**src/rtl/div_arbiter_pkg.sv**
```systemverilog
// rtl/div_arbiter_pkg.sv - shared types and constants for the two-pipe divider arbiter
package div_arbiter_pkg;

  typedef enum logic [1:0] {
    IDLE    = 2'd0,
    BUSY    = 2'd1,
    RELEASE = 2'd2,
    DRAIN   = 2'd3
  } state_t;

  typedef logic req_id_t;

  localparam int TIMEOUT_DEFAULT = 40;
  localparam int CNT_W           = 16;

  // Round-robin pick between two eligible requesters; a tie goes to the one not served last.
  function automatic req_id_t rr_pick(input logic elig0, input logic elig1, input req_id_t last);
    if (elig0 && elig1) return ~last;
    else if (elig1)     return 1'b1;
    else                return 1'b0;
  endfunction

endpackage

```
**src/rtl/div_arbiter_if.sv**
```systemverilog
// rtl/div_arbiter_if.sv - requester, result and divider-control bundle for div_arbiter
interface div_arbiter_if;
  logic        req0, req1;
  logic        signed0, signed1;
  logic [31:0] op1_0, op2_0, op1_1, op2_1;
  logic        cancel0, cancel1;
  logic        stall0, stall1;
  logic        done0, done1;
  logic [31:0] hi_o, lo_o;
  logic        err_o;
  logic        div_start, div_signed, div_annul, div_flush;
  logic [31:0] div_op1, div_op2;
  logic [63:0] div_result;
  logic        div_ready;

  modport slave (
    input  req0, req1, signed0, signed1, op1_0, op2_0, op1_1, op2_1,
    input  cancel0, cancel1, div_result, div_ready,
    output stall0, stall1, done0, done1, hi_o, lo_o, err_o,
    output div_start, div_signed, div_annul, div_flush, div_op1, div_op2
  );

  modport master (
    output req0, req1, signed0, signed1, op1_0, op2_0, op1_1, op2_1,
    output cancel0, cancel1, div_result, div_ready,
    input  stall0, stall1, done0, done1, hi_o, lo_o, err_o,
    input  div_start, div_signed, div_annul, div_flush, div_op1, div_op2
  );
endinterface

```
**src/rtl/div_arbiter.sv**
```systemverilog
// rtl/div_arbiter.sv - round-robin arbiter sharing one external divider between two pipes
// Owner is held in BUSY until result, owner cancel, or timeout; RELEASE/DRAIN give the divider one idle cycle.
module div_arbiter
  import div_arbiter_pkg::*;
#(
  parameter int TIMEOUT = TIMEOUT_DEFAULT
) (
  input  logic         clk,
  input  logic         rst,
  div_arbiter_if.slave bus
);

  localparam logic [CNT_W-1:0] TO_LAST = CNT_W'(TIMEOUT - 1);

  state_t           state_q;
  req_id_t          owner_q, last_q;
  logic [CNT_W-1:0] cnt_q;
  logic             start_q, signed_q, flush_q, err_q;
  logic             done0_q, done1_q;
  logic [31:0]      op1_q, op2_q, hi_q, lo_q;

  logic    elig0, elig1, owner_cancel;
  req_id_t grant_id;

  assign elig0        = bus.req0 & ~bus.cancel0;
  assign elig1        = bus.req1 & ~bus.cancel1;
  assign grant_id     = rr_pick(elig0, elig1, last_q);
  assign owner_cancel = owner_q ? bus.cancel1 : bus.cancel0;

  always_ff @(posedge clk or negedge rst) begin
    if (!rst) begin
      state_q  <= IDLE;
      owner_q  <= 1'b0;
      last_q   <= 1'b1;
      cnt_q    <= '0;
      start_q  <= 1'b0;
      signed_q <= 1'b0;
      flush_q  <= 1'b0;
      err_q    <= 1'b0;
      done0_q  <= 1'b0;
      done1_q  <= 1'b0;
      op1_q    <= '0;
      op2_q    <= '0;
      hi_q     <= '0;
      lo_q     <= '0;
    end else begin
      flush_q <= 1'b0;
      done0_q <= 1'b0;
      done1_q <= 1'b0;
      case (state_q)
        IDLE: begin
          if (elig0 || elig1) begin
            owner_q  <= grant_id;
            last_q   <= grant_id;
            signed_q <= grant_id ? bus.signed1 : bus.signed0;
            op1_q    <= grant_id ? bus.op1_1 : bus.op1_0;
            op2_q    <= grant_id ? bus.op2_1 : bus.op2_0;
            start_q  <= 1'b1;
            cnt_q    <= '0;
            state_q  <= BUSY;
          end
        end
        BUSY: begin
          cnt_q <= cnt_q + 1'b1;
          // Cancel beats a same-cycle result; a same-cycle result beats the timeout.
          if (owner_cancel) begin
            flush_q  <= 1'b1;
            start_q  <= 1'b0;
            signed_q <= 1'b0;
            state_q  <= DRAIN;
          end else if (bus.div_ready) begin
            hi_q               <= bus.div_result[63:32];
            lo_q               <= bus.div_result[31:0];
            {done1_q, done0_q} <= owner_q ? 2'b10 : 2'b01;
            start_q            <= 1'b0;
            signed_q           <= 1'b0;
            state_q            <= RELEASE;
          end else if (cnt_q == TO_LAST) begin
            flush_q            <= 1'b1;
            start_q            <= 1'b0;
            signed_q           <= 1'b0;
            err_q              <= 1'b1;
            hi_q               <= '0;
            lo_q               <= '0;
            {done1_q, done0_q} <= owner_q ? 2'b10 : 2'b01;
            state_q            <= DRAIN;
          end
        end
        RELEASE: state_q <= IDLE;
        DRAIN:   state_q <= IDLE;
        default: state_q <= IDLE;
      endcase
    end
  end

  assign bus.stall0     = rst & bus.req0 & ~bus.cancel0 & ~done0_q;
  assign bus.stall1     = rst & bus.req1 & ~bus.cancel1 & ~done1_q;
  assign bus.done0      = done0_q;
  assign bus.done1      = done1_q;
  assign bus.hi_o       = hi_q;
  assign bus.lo_o       = lo_q;
  assign bus.err_o      = err_q;
  assign bus.div_start  = start_q;
  assign bus.div_signed = signed_q;
  assign bus.div_annul  = 1'b0;
  assign bus.div_flush  = flush_q;
  assign bus.div_op1    = op1_q;
  assign bus.div_op2    = op2_q;

endmodule

```
**src/flat_wrapper.sv**
```systemverilog
// flat-port wrapper written by rule: the top's interface ports become plain ports
module div_arbiter_flat import div_arbiter_pkg::*;
#(
  parameter int TIMEOUT = TIMEOUT_DEFAULT
)
  (clk, rst, bus_req0, bus_req1, bus_signed0, bus_signed1, bus_op1_0, bus_op2_0, bus_op1_1, bus_op2_1, bus_cancel0, bus_cancel1, bus_div_result, bus_div_ready, bus_stall0, bus_stall1, bus_done0, bus_done1, bus_hi_o, bus_lo_o, bus_err_o, bus_div_start, bus_div_signed, bus_div_annul, bus_div_flush, bus_div_op1, bus_div_op2);
  div_arbiter_if bus_i ();
  input  logic clk;
  input  logic rst;
  input wire logic [$bits(bus_i.req0)-1:0] bus_req0;
  input wire logic [$bits(bus_i.req1)-1:0] bus_req1;
  input wire logic [$bits(bus_i.signed0)-1:0] bus_signed0;
  input wire logic [$bits(bus_i.signed1)-1:0] bus_signed1;
  input wire logic [$bits(bus_i.op1_0)-1:0] bus_op1_0;
  input wire logic [$bits(bus_i.op2_0)-1:0] bus_op2_0;
  input wire logic [$bits(bus_i.op1_1)-1:0] bus_op1_1;
  input wire logic [$bits(bus_i.op2_1)-1:0] bus_op2_1;
  input wire logic [$bits(bus_i.cancel0)-1:0] bus_cancel0;
  input wire logic [$bits(bus_i.cancel1)-1:0] bus_cancel1;
  input wire logic [$bits(bus_i.div_result)-1:0] bus_div_result;
  input wire logic [$bits(bus_i.div_ready)-1:0] bus_div_ready;
  output wire logic [$bits(bus_i.stall0)-1:0] bus_stall0;
  output wire logic [$bits(bus_i.stall1)-1:0] bus_stall1;
  output wire logic [$bits(bus_i.done0)-1:0] bus_done0;
  output wire logic [$bits(bus_i.done1)-1:0] bus_done1;
  output wire logic [$bits(bus_i.hi_o)-1:0] bus_hi_o;
  output wire logic [$bits(bus_i.lo_o)-1:0] bus_lo_o;
  output wire logic [$bits(bus_i.err_o)-1:0] bus_err_o;
  output wire logic [$bits(bus_i.div_start)-1:0] bus_div_start;
  output wire logic [$bits(bus_i.div_signed)-1:0] bus_div_signed;
  output wire logic [$bits(bus_i.div_annul)-1:0] bus_div_annul;
  output wire logic [$bits(bus_i.div_flush)-1:0] bus_div_flush;
  output wire logic [$bits(bus_i.div_op1)-1:0] bus_div_op1;
  output wire logic [$bits(bus_i.div_op2)-1:0] bus_div_op2;
  assign bus_i.req0 = bus_req0;
  assign bus_i.req1 = bus_req1;
  assign bus_i.signed0 = bus_signed0;
  assign bus_i.signed1 = bus_signed1;
  assign bus_i.op1_0 = bus_op1_0;
  assign bus_i.op2_0 = bus_op2_0;
  assign bus_i.op1_1 = bus_op1_1;
  assign bus_i.op2_1 = bus_op2_1;
  assign bus_i.cancel0 = bus_cancel0;
  assign bus_i.cancel1 = bus_cancel1;
  assign bus_i.div_result = bus_div_result;
  assign bus_i.div_ready = bus_div_ready;
  assign bus_stall0 = bus_i.stall0;
  assign bus_stall1 = bus_i.stall1;
  assign bus_done0 = bus_i.done0;
  assign bus_done1 = bus_i.done1;
  assign bus_hi_o = bus_i.hi_o;
  assign bus_lo_o = bus_i.lo_o;
  assign bus_err_o = bus_i.err_o;
  assign bus_div_start = bus_i.div_start;
  assign bus_div_signed = bus_i.div_signed;
  assign bus_div_annul = bus_i.div_annul;
  assign bus_div_flush = bus_i.div_flush;
  assign bus_div_op1 = bus_i.div_op1;
  assign bus_div_op2 = bus_i.div_op2;
  div_arbiter #(.TIMEOUT(TIMEOUT)) u_core (.clk(clk), .rst(rst), .bus(bus_i));
endmodule
```
**config.mk**
```make
export PLATFORM = sky130hd
export DESIGN_NAME = div_arbiter_flat
export DESIGN_NICKNAME = d
export VERILOG_FILES = /design/src/rtl/div_arbiter_pkg.sv /design/src/rtl/div_arbiter_if.sv /design/src/rtl/div_arbiter.sv /design/src/flat_wrapper.sv
export SDC_FILE = /design/constraint.sdc
export NUM_CORES = 1
export LEC_CHECK = 0
export BUFFER_PORTS_ARGS = -buffer_cell sky130_fd_sc_hd__buf_2
export CORE_AREA = 2 2 132 134
export DETAILED_ROUTE_END_ITERATION = 8
export DIE_AREA = 0 0 134 136
export PLACE_DENSITY = 0.71
export SKIP_CTS_REPAIR_TIMING = 1
export SYNTH_ARGS = -nofsm -noshare
export SYNTH_HDL_FRONTEND = slang
export SYNTH_SLANG_ARGS = --single-unit
```
**constraint.sdc**
```tcl
create_clock -name clk -period 5.4 [get_ports clk]
set_input_delay 0.54 -clock clk [delete_from_list [all_inputs] [get_ports clk]]
set_output_delay 0.54 -clock clk [all_outputs]
set_load 0.1 [all_outputs]
```
==> run summary, run 1 <==
status - finished, final reports clean
share of layout cells above drive strength 1 - 43.1%
Crit path max-delay family - buffers and inverters
total CTS buffers - 17
post-DP HPWL - 12100 microns
Max Root-Sink Buffers - 2
max-cap viol count - 0
Max Slew Vio Count - 0
Post-Synthesis Cells - 557
top post-synthesis cells by count - 153 x dfrtp_1, 83 x nand2_1, 73 x mux2i_1, 64 x a22o_1, 43 x o21ai_0
sequential share of the synthesized area - 58.8%
vias in the first global route - 5108
Async SR Flop Fraction - 100%
final wirelength - 16800 microns
synthesized flop and latch total - 154
PortBufs - 336
Area after DPL - 8320 sq um
crit path kind - primary input to primary output
Warnings, synthesis - 0
final global-route overflow total - 0
Worst Path Arrival - 1.89 ns
H-tree depth - 4
latest clock arrival within the worst-skew pair - 0.42 ns
gpl congestion - 0.740
Chip Width - 134 microns
Mapped Nets - 759
via count - 5408
RR Endpoint - u_core.bus.lo_o[11]
Placeable Area - 16900 sq um
Die Y - 136 microns
Global Route Usage Sum - 17.9%
top_reg_cell synth - dfrtp_1
root buffer cell - clkbuf_16
reg2reg setup slack - 3.00 ns
CP required - 4.86 ns
CP Cell Sequence - buf_6 > nor3b_1 > buf_2
setup_tns - 0 ns
initial antenna violation count - 0
final net count - 1076
syn_area_per_cell - 11.8 sq um
die area - 18200 sq um
Fin. Hold Viols - 0
worst min path class - primary input to async pin
Post-Syn Area - 6560 sq um
R2R depth - 3
Starting Density - 38.8%
Worst Setup Start Kind - primary input
CTS tree - yes
Post-synth EDFFs - 0
Yosys top cell by area - dfrtp_1
io pins - 338
final setup vio count - 0
worst slew pin tran - 1.15 ns
DR DRC count - 0
worst r2r src - u_core.state_q[0]
DRT Pass-1 Iters - 4
cell with the most instances after synthesis - dfrtp_1
Worst-path clk slew - 0.06 ns
Synth cell types - 45
# clock sinks - 154
via density per instance - 4.86
CP max stage delay - 0.59 ns
Tcrit/Tclk final - 45.0%
first-pass GRT wire length - 25800 microns
Routed wire per std cell - 15.1 microns
Slowest-stage cell, CP - buf_6
largest net degree at the start of global routing - 103
area grow syn2layout - 35.7%
fin area - 8900 sq um
post-synth top area share - 58.4%
Placement Rows - 48
highest clock rate - 412 MHz
n_diodes - 0
slew margin rel. - 23.6%
RSZ-0062 raised after global routing - no
Antenna Violating Nets Remaining - 0
Synth area leaders - dfrtp_1 58%, mux2i_1 11%, a22o_1 8.6%
clock skew - 0.00931 ns
fin crit period - 2.43 ns
iteration-0 DRC count of the detailed router - 225
crit end category - primary output
CP bufs+invs - 2
Crit Path Max Fanout - 102
routing by layer:
metal / up-vias / track usage, % / part of all wire (%)
met5: - / 0 / 0
met4: 0 / 6.56 / 1.5
met3: 20 / 4.66 / 7.3
met2: 240 / 28.3 / 47
met1: 2493 / 23.9 / 44
li1: 2655 / - / -
cells in the final DEF (no fill, tap or decap), types with 5 or more instances in the layout:
master	netlist	final
clkbuf_16	0	17
nand3_1	7	7
nor2_1	5	5
a22o_1	64	64
buf_2	13	335
o21ai_1	33	32
nand2_1	83	83
dfrtp_1	153	153
o21ai_0	43	43
mux2i_1	73	73
o31ai_1	5	5
final cells by class:
cell class / instances / area (sq um)
sequential: 154 / 3850
fill: 1519 / 7980
clock inverter: 13 / 133
timing repair buffer: 340 / 1720
inverter: 4 / 15.0
multi-input combinational: 357 / 2450
clock buffer: 19 / 443
tap: 225 / 282
state kept, by name, summed over array words and instances (netlist names):
name,cells
u_core.bus.div_op2,32
u_core.bus.hi_o,32
u_core.bus.done1,1
u_core.bus.div_signed,1
u_core.last_q,1
u_core.owner_q,1
u_core.cnt_q,16
u_core.bus.err_o,1
u_core.state_q,2
u_core.bus.done0,1
u_core.bus.div_flush,1
u_core.bus.div_start,1
u_core.bus.div_op1,32
u_core.bus.lo_o,32
worst max path at each step:
stage	from	endpoint	depth (start not counted)
6_report	rst	bus_stall1	3
4_1_cts	rst	bus_stall1	3
2_1_floorplan	u_core.bus.done1	bus_stall1	1
5_1_grt	rst	bus_stall1	3
3_5_place_dp	bus_cancel0	u_core.bus.div_op2[21]	6
3_3_place_gp	bus_cancel0	u_core.bus.div_op2[17]	6
metrics by stage:
step	setup slack [ns]	hold slack (ns)	std cells	utilization [%]
after global routing	2.78	0.251	1112	52.7
after detailed placement	2.80	0.443	1080	49.3
final	2.97	0.179	1112	52.7
after global placement	2.85	0.440	1080	49.3
after floorplan	1.79	0.244	557	-
after CTS	2.88	0.230	1112	52.7
cell families after synthesis:
family / share of synthesized area (%)
compound gates: 16.3
fa+ha+maj: 0.191
buf+inv: 4.08
flops: 58.8
mux: 11.1
other cells: 0.0572
simple gates: 9.39
Power of run 1 is not shown: default switching activity piles up to over one toggle a cycle in this logic, so the estimate is an artifact.
==> run 2: changes to the inputs <==
==> constraint.sdc (replaced) <==
create_clock -name clk -period 2.54 [get_ports clk]
set_input_delay 0.254 -clock clk [delete_from_list [all_inputs] [get_ports clk]]
set_output_delay 0.254 -clock clk [all_outputs]
set_load 0.1 [all_outputs]
==> run 2 against run 1 <==
  * Setup slack got worse by 2.5 ns
  * Non-clock buffer count grew 10
  * Sequential share of layout area down 0.81 points
  * Routed wire length is 8.3% higher
  * Register-to-register slack got worse by 2.5 ns
  * Count of clock-buffer cells in the layout increased by 2
  * Worst hold slack lost 0.11 ns
  * Sequential cell count unchanged
  * First-iteration DRC count rose by 7.6%
  * Utilization up 1.0 points
==> run summary, run 2 (synthesized netlist as in run 1, its figures left out) <==
final net count - 1086 (was 1076)
worst hold slack - 0.0638 ns (was 0.179 ns)
crit end category - primary output (unchanged)
hold path start - bus_div_result[24]
Worst-path clk slew - 0.06 ns (about the same)
Crit Path Max Fanout - 46 (was 102)
largest net degree at the start of global routing - 143 (was 103)
Max Slew Vio Count - 0 (unchanged)
Global Route Usage Sum - 19.7% (was 17.9%)
final wirelength - 18200 microns (was 16800 microns)
post-DP HPWL - 13500 microns (was 12100 microns)
CP required - 2.29 ns (was 4.86 ns)
iteration-0 DRC count of the detailed router - 242 (was 225)
Worst Hold Depth - 2
RR Endpoint - u_core.bus.lo_o[21] (was u_core.bus.lo_o[11])
highest clock rate - 474 MHz
R2R depth - 6 (was 3)
clock skew - 0.0101 ns (was 0.00931 ns)
root buffer cell - clkbuf_16 (unchanged)
fin crit period - 2.11 ns
Worst Setup Start Kind - primary input (unchanged)
Antenna Violating Nets Remaining - 0 (unchanged)
CP Cell Sequence - dlygate4sd3_1 > buf_6 > nor3b_2 > buf_2 (was buf_6 > nor3b_1 > buf_2)
via count - 5487 (was 5408)
Chip Width - 134 microns (unchanged)
initial antenna violation count - 0 (unchanged)
n_diodes - 0 (unchanged)
Die Y - 136 microns (unchanged)
worst slew pin tran - 0.593 ns (was 1.15 ns)
commonest non-fill, non-tap cell in the layout - buf_2 (unchanged)
# clock sinks - 154 (unchanged)
Worst Path Arrival - 1.86 ns (was 1.89 ns)
Tcrit/Tclk final - 83.1%
DR DRC count - 0 (unchanged)
most frequent cells in the layout - 335 x buf_2, 153 x dfrtp_1, 83 x nand2_1 (unchanged)
CTS tree - yes (unchanged)
Placement Rows - 48 (unchanged)
worst min path class - primary input to flip-flop (was primary input to async pin)
Fin. Hold Viols - 0 (unchanged)
Placeable Area - 16900 sq um (unchanged)
io pins - 338 (unchanged)
worst r2r src - u_core.cnt_q[0] (was u_core.state_q[0])
PortBufs - 336 (unchanged)
first-pass GRT wire length - 27800 microns (was 25800 microns)
Routed wire per std cell - 16.2 microns (was 15.1 microns)
setup_tns - 0 ns (unchanged)
total CTS buffers - 17 (unchanged)
Hold Path End - u_core.bus.lo_o[24]
vias in the first global route - 5247 (was 5108)
crit path kind - primary input to primary output (unchanged)
fill cell count - 1537 (was 1519)
reg2reg setup slack - 0.47 ns (was 3.00 ns)
Max Root-Sink Buffers - 2 (unchanged)
die area - 18200 sq um (unchanged)
DRT Pass-1 Iters - 4 (unchanged)
status - finished, final reports clean (unchanged)
Starting Density - 38.8% (unchanged)
RSZ-0062 raised after global routing - no (unchanged)
gpl congestion - 0.818 (was 0.740)
final setup vio count - 0 (unchanged)
share of layout cells above drive strength 1 - 43.8% (was 43.1%)
latest clock arrival within the worst-skew pair - 0.41 ns (was 0.42 ns)
H-tree depth - 4 (unchanged)
slew margin rel. - 60.5% (was 23.6%)
Slowest-stage cell, CP - dlygate4sd3_1 (was buf_6)
CP max stage delay - 0.55 ns (was 0.59 ns)
via density per instance - 4.89 (was 4.86)
max-cap viol count - 0 (unchanged)
area grow syn2layout - 38.3% (was 35.7%)
final global-route overflow total - 0 (unchanged)
-- run 2: through the flow --
stage | instances | utilization (%) | area (sq um) | setup WS [ns]
final | 1122 | 53.7 | 9070 | 0.429
after global routing | 1122 | 53.7 | 9070 | 0.308
after CTS | 1121 | 53.7 | 9060 | 0.472
after detailed placement | 1089 | 50.0 | 8440 | 0.496
after global placement | 1089 | 50.0 | 8440 | 0.562
after floorplan | 557 | - | 6560 | 0.186
-- run 2: worst max-delay path by stage --
stage	startpoint	end	cells past startpoint	slack [ns]
3_5_place_dp	u_core.cnt_q[0]	u_core.bus.hi_o[16]	6	0.50
5_1_grt	rst	bus_stall1	4	0.31
6_report	rst	bus_stall1	4	0.43
3_3_place_gp	u_core.cnt_q[0]	u_core.bus.lo_o[24]	6	0.56
4_1_cts	u_core.cnt_q[0]	u_core.bus.hi_o[16]	6	0.47
2_1_floorplan	u_core.bus.done1	bus_stall1	1	0.19
-- run 2: final cells by class --
type	instances	area [sq um]	share of cell area, %
Multi-Input combinational cell	357	2460	27.1
Clock inverter	11	133	1.46
Sequential cell	154	3850	42.5
Tap cell	225	282	3.10
Clock buffer	21	480	5.30
Inverter	4	15.0	0.166
Timing Repair Buffer	350	1850	20.4
-- run 2: worst max-delay path: cells and delay by family --
kind | cells | cell delay, ns
AND/OR/NAND/NOR | 1 | 0.23
buffers and inverters | 3 | 1.36
-- run 2: layer usage --
layer / track usage [%] / routed length (microns) / vias to the layer above / share of wire, %
met2: 31.4 / 8540 / 246 / 47
li1: - / - / 2677 / -
met4: 5.91 / 241 / 0 / 1.3
met5: 0 / 0 / - / 0
met1: 25.1 / 7630 / 2548 / 42
met3: 7.42 / 1790 / 16 / 9.8
Power of run 2 is left out for the same reason.
